`config.mk`:
```
export PLATFORM = sky130hd
export DESIGN_NAME = mem_port_arbiter
export DESIGN_NICKNAME = d
export VERILOG_FILES = /design/src/rtl/mem_port_arbiter.sv
export SDC_FILE = /design/constraint.sdc
export NUM_CORES = 1
export LEC_CHECK = 0
export CAP_MARGIN = 20
export CORE_UTILIZATION = 48
export DETAILED_ROUTE_END_ITERATION = 12
export PLACE_DENSITY_LB_ADDON = 0.05
export SLEW_MARGIN = 10
export SYNTH_ARGS = -nofsm -noshare
export SYNTH_HDL_FRONTEND = slang
export SYNTH_SLANG_ARGS = --single-unit
```
`constraint.sdc`:
```
create_clock -name clk -period 8.4 [get_ports clk]
set_clock_uncertainty 0.1 [all_clocks]
set_input_delay 2.1 -clock clk [delete_from_list [all_inputs] [get_ports clk]]
set_output_delay 2.1 -clock clk [all_outputs]
set_load 0.005 [all_outputs]
```
`src/rtl/mem_port_arbiter.sv`:
```
// mem_port_arbiter: shares one fixed-latency single-ported memory between fetch and data requesters
module mem_port_arbiter #(
  parameter int AW       = 10,
  parameter int DW       = 32,
  parameter int MEM_LAT  = 1,
  parameter int D_STREAK = 4
) (
  input  logic          clk,
  input  logic          reset,
  input  logic          i_req,
  input  logic [AW-1:0] i_addr,
  output logic          i_ack,
  output logic [DW-1:0] i_rdata,
  input  logic          d_req,
  input  logic          d_we,
  input  logic [AW-1:0] d_addr,
  input  logic [DW-1:0] d_wdata,
  output logic          d_ack,
  output logic [DW-1:0] d_rdata,
  output logic          mem_en,
  output logic          mem_we,
  output logic [AW-1:0] mem_addr,
  output logic [DW-1:0] mem_wdata,
  input  logic [DW-1:0] mem_rdata
);
  typedef enum logic [1:0] {IDLE, ISSUE, WAIT} state_t;
  state_t state;
  logic [3:0] cnt, streak;
  logic win_d, is_st, grant_d;
  // data wins unless fetch has already waited through D_STREAK data grants
  assign grant_d = d_req && !(i_req && streak == 4'(D_STREAK));
  // single transaction FSM: sample in IDLE, strobe memory for one cycle, then wait out the fixed latency
  always_ff @(posedge clk or posedge reset) begin
    if (reset) begin
      state     <= IDLE;
      cnt       <= '0;
      streak    <= '0;
      win_d     <= 1'b0;
      is_st     <= 1'b0;
      i_ack     <= 1'b0;
      d_ack     <= 1'b0;
      i_rdata   <= '0;
      d_rdata   <= '0;
      mem_en    <= 1'b0;
      mem_we    <= 1'b0;
      mem_addr  <= '0;
      mem_wdata <= '0;
    end else begin
      i_ack <= 1'b0;
      d_ack <= 1'b0;
      case (state)
        IDLE: if (i_req || d_req) begin
          state     <= ISSUE;
          win_d     <= grant_d;
          is_st     <= grant_d && d_we;
          mem_en    <= 1'b1;
          mem_we    <= grant_d && d_we;
          mem_addr  <= grant_d ? d_addr : i_addr;
          mem_wdata <= d_wdata;
          streak    <= (grant_d && i_req) ? streak + 4'(streak != 4'(D_STREAK)) : 4'd0;
        end
        ISSUE: begin
          state  <= WAIT;
          mem_en <= 1'b0;
          mem_we <= 1'b0;
          cnt    <= 4'(MEM_LAT);
        end
        WAIT: begin
          cnt <= cnt - 4'd1;
          if (cnt == 4'd1) begin
            state <= IDLE;
            d_ack <= win_d;
            i_ack <= !win_d;
            if (win_d && !is_st) d_rdata <= mem_rdata;
            if (!win_d) i_rdata <= mem_rdata;
          end
        end
        default: state <= IDLE;
      endcase
    end
  end
endmodule

```
==> impl_metrics.env <==
export IMPL_crit_path_start_kind="input pin"
export IMPL_antennaDiodeCount=0
export IMPL_min_period_ns=4.30
export IMPL_whs_ns=0.373
export IMPL_die_h_um=107
export IMPL_setup_viol=0
export IMPL_cts_setup_buffers=0
export IMPL_synth_seq_cells=122
export IMPL_dp_final_hpwl_um=8760
export IMPL_rows=37
export IMPL_vias=3929
export IMPL_grt_pass1_vias=4052
export IMPL_reg2regPathDepth=6
export IMPL_nets=736
export IMPL_clkSlewWorstSetupHoldPaths_ns=0.06
export IMPL_hold_class="register to register"
export IMPL_antenna_left=0
export IMPL_rrSetupSlack_ns=5.79
export IMPL_critPathKind="input pin to register"
export IMPL_cap_violations=0
export IMPL_layout_commonest_cell="clkdlybuf4s50_1"
export IMPL_worstPathArrival_ns=4.62
export IMPL_core_area_um2=10500
export IMPL_rsz0062_at_grt="no"
export IMPL_stdcell_area_um2=7920
export IMPL_mostFrequentLayoutCells="198 x clkdlybuf4s50_1, 123 x nand2_1, 122 x dfrtp_1"
export IMPL_synthXorXnorAreaFrac=0
export IMPL_track_usage=0.232
export IMPL_drive_gt1_frac=0.158
export IMPL_synth_area_um2=5300
export IMPL_antenna_found_initial=0
export IMPL_start_util=0.504
export IMPL_htree_levels=4
export IMPL_cts_buffer_depth=2
export IMPL_drt_total_wl_um=12500
export IMPL_drc=0
export IMPL_numCtsBuffers=17
export IMPL_area_growth_pct=49.4
export IMPL_yosys_area_share_simple=0.130
export IMPL_irDropWorstVdd_v=0.000193
export IMPL_cts_resized=0
export IMPL_clk_insertion_delay_late_ns=0.52
export IMPL_synth_adder_area_share=0.0189
export IMPL_relSlewSlack=0.357
export IMPL_viasPerCell=5.00
export IMPL_synth_compound_area_frac=0.0605
export IMPL_multi_input_area_um2=1990
export IMPL_leakage_nw=3.57
export IMPL_p_total_mw=3.06
export IMPL_min_period_over_period=0.511
export IMPL_crit_start="i_req"
export IMPL_numPortBuffers=198
export IMPL_worstPathRequired_ns=8.72
export IMPL_cts_tree="built"
export IMPL_clock_fmax_mhz=233
export IMPL_setup_tns_ns=0
export IMPL_io_pins=199
export IMPL_seqCellArea_um2=3050
export IMPL_yosys_warnings=0
export IMPL_first_iter_violations=214
export IMPL_dpl_cell_area_um2=7310
export IMPL_syn_avg_cell_area_um2=12.0
export IMPL_layout_cells_non_filler=786
export IMPL_reg2reg_from="streak[0]$_DFFE_PP0P_"
export IMPL_die_area_um2=11500
export IMPL_grt_max_degree=71
export IMPL_synth_mux_area_fraction=0.165
export IMPL_r2r_end="streak[2]$_DFFE_PP0P_"
export IMPL_ys_seq_area_frac=0.576
export IMPL_filler_cell_count=713
export IMPL_hold_violations=0
export IMPL_die_x_um=107
export IMPL_cts_sinks=122
export IMPL_status="completed"
export IMPL_yosysUniqueCellTypes=41
export IMPL_wl_per_cell_um=16.0
export IMPL_slew_violations=0
export IMPL_hold_buffers=0
export IMPL_end_kind="register"
export IMPL_syn_nets=540
export IMPL_grt_pass1_wl_um=20200
export IMPL_first_pass_iters=4
export IMPL_root_buffer="clkbuf_8"
export IMPL_worst_slew_pin_transition_ns=0.961
export IMPL_synth_top_family_by_area="multiplexers"
export IMPL_cp_endpoint="streak[3]$_DFFE_PP0P_"
export IMPL_crit_path_max_fanout=36
export IMPL_pwr_density_cell_nw_per_um2=387
export IMPL_grt_overflow=0
export IMPL_dp_cells=756
export IMPL_place_congestion=0.773
export IMPL_syn_inst=443
==> kinds of logic after synthesis <==
kind of cell | after synthesis
buf+inv | 45
fa+ha+maj | 8
compound gates | 48
mux | 68
simple gates | 152
flops | 122
==> power by group <==
| part | switching, mW | internal [mW] |
|---|---|---|
| sequential | 0.158 | 0.877 |
| clock | 0.241 | 0.500 |
| combinational | 0.464 | 0.823 |
==> through the flow <==
| step | setup WS (ns) | util |
|---|---|---|
| after global placement | 3.56 | 0.694 |
| final | 4.10 | 0.753 |
| after global routing | 4.00 | 0.753 |
| after floorplan | 2.96 | - |
| after detailed placement | 3.60 | 0.696 |
| after CTS | 4.14 | 0.753 |
==> worst min-delay path by stage <==
| stage | endpoint | from | cells after the start | slack, ns |
|---|---|---|---|---|
| after floorplan | is_st$_DFFE_PP0P_ | is_st$_DFFE_PP0P_ | 2 | 0.35 |
| final | mem_wdata[26]$_DFFE_PP0P_ | mem_wdata[26]$_DFFE_PP0P_ | 2 | 0.37 |
| after global placement | mem_wdata[10]$_DFFE_PP0P_ | mem_wdata[10]$_DFFE_PP0P_ | 2 | 0.36 |
| after detailed placement | mem_wdata[26]$_DFFE_PP0P_ | mem_wdata[26]$_DFFE_PP0P_ | 2 | 0.36 |
| after CTS | mem_wdata[26]$_DFFE_PP0P_ | mem_wdata[26]$_DFFE_PP0P_ | 2 | 0.38 |
| after global routing | mem_wdata[19]$_DFFE_PP0P_ | mem_wdata[19]$_DFFE_PP0P_ | 2 | 0.40 |
==> Yosys cell counts <==
cell | count | area [µm²]
o31a_1 | 10 | 87.6
ha_1 | 8 | 100
o21ai_1 | 1 | 5.00
mux2_1 | 5 | 56.3
nand3b_1 | 1 | 7.51
clkbuf_1 | 6 | 22.5
nor2b_4 | 1 | 13.8
buf_1 | 3 | 11.3
nand2_1 | 123 | 462
a21oi_1 | 11 | 55.1
nor4b_4 | 1 | 23.8
a21o_1 | 1 | 7.51
o22ai_1 | 12 | 75.1
or4_1 | 1 | 7.51
nand4_1 | 1 | 6.26
nor2_1 | 3 | 11.3
o21a_1 | 1 | 7.51
a32o_1 | 2 | 20.0
dfrtp_1 | 122 | 3050
o21ai_0 | 6 | 30.0
buf_6 | 4 | 45.0
buf_12 | 3 | 60.1
mux2i_1 | 1 | 10.0
mux2_2 | 33 | 372
or3b_2 | 1 | 8.76
buf_2 | 8 | 40.0
mux2_4 | 29 | 435
nor3_1 | 2 | 10.0
o31ai_1 | 1 | 7.51
o211ai_1 | 1 | 7.51
nand2b_1 | 11 | 68.8
and4bb_4 | 1 | 16.3
and2b_2 | 1 | 8.76
nand3_1 | 2 | 10.0
inv_1 | 20 | 75.1
nor3b_1 | 1 | 7.51
nand3b_4 | 1 | 20.0
o21ai_2 | 1 | 8.76
o2bb2ai_1 | 1 | 8.76
and2_2 | 1 | 7.51
buf_4 | 1 | 7.51
==> routing by layer <==
| metal | GRT usage | vias up | part of all wire |
|---|---|---|---|
| met1 | 0.275 | 1886 | 0.41 |
| met4 | 0.105 | 0 | 0.030 |
| met3 | 0.0742 | 29 | 0.068 |
| li1 | - | 1870 | - |
| met5 | 0 | - | 0 |
| met2 | 0.383 | 144 | 0.49 |
==> worst max-delay path, stage by stage <==
cell             delay [ns]
clkdlybuf4s50_1        1.10
o21ai_4                0.35
buf_4                  0.36
or4_1                  0.50
o211ai_1               0.19
==> area by class of cell <==
type / instances / area share
clock buffer: 22 / 0.0585
clock inverter: 8 / 0.0180
inverter: 20 / 0.00980
multi-input combinational: 276 / 0.251
sequential: 122 / 0.386
tap: 136 / 0.0215
timing repair buffer: 202 / 0.255
==> flip-flops by register name (all words and copies together), names as in the netlist <==
name	flops
cnt	4
d_ack	1
d_rdata	32
i_ack	1
i_rdata	32
is_st	1
mem_addr	10
mem_en	1
mem_wdata	32
mem_we	1
state	2
streak	4
win_d	1
Note: power is estimated with default switching activity, not from simulation.
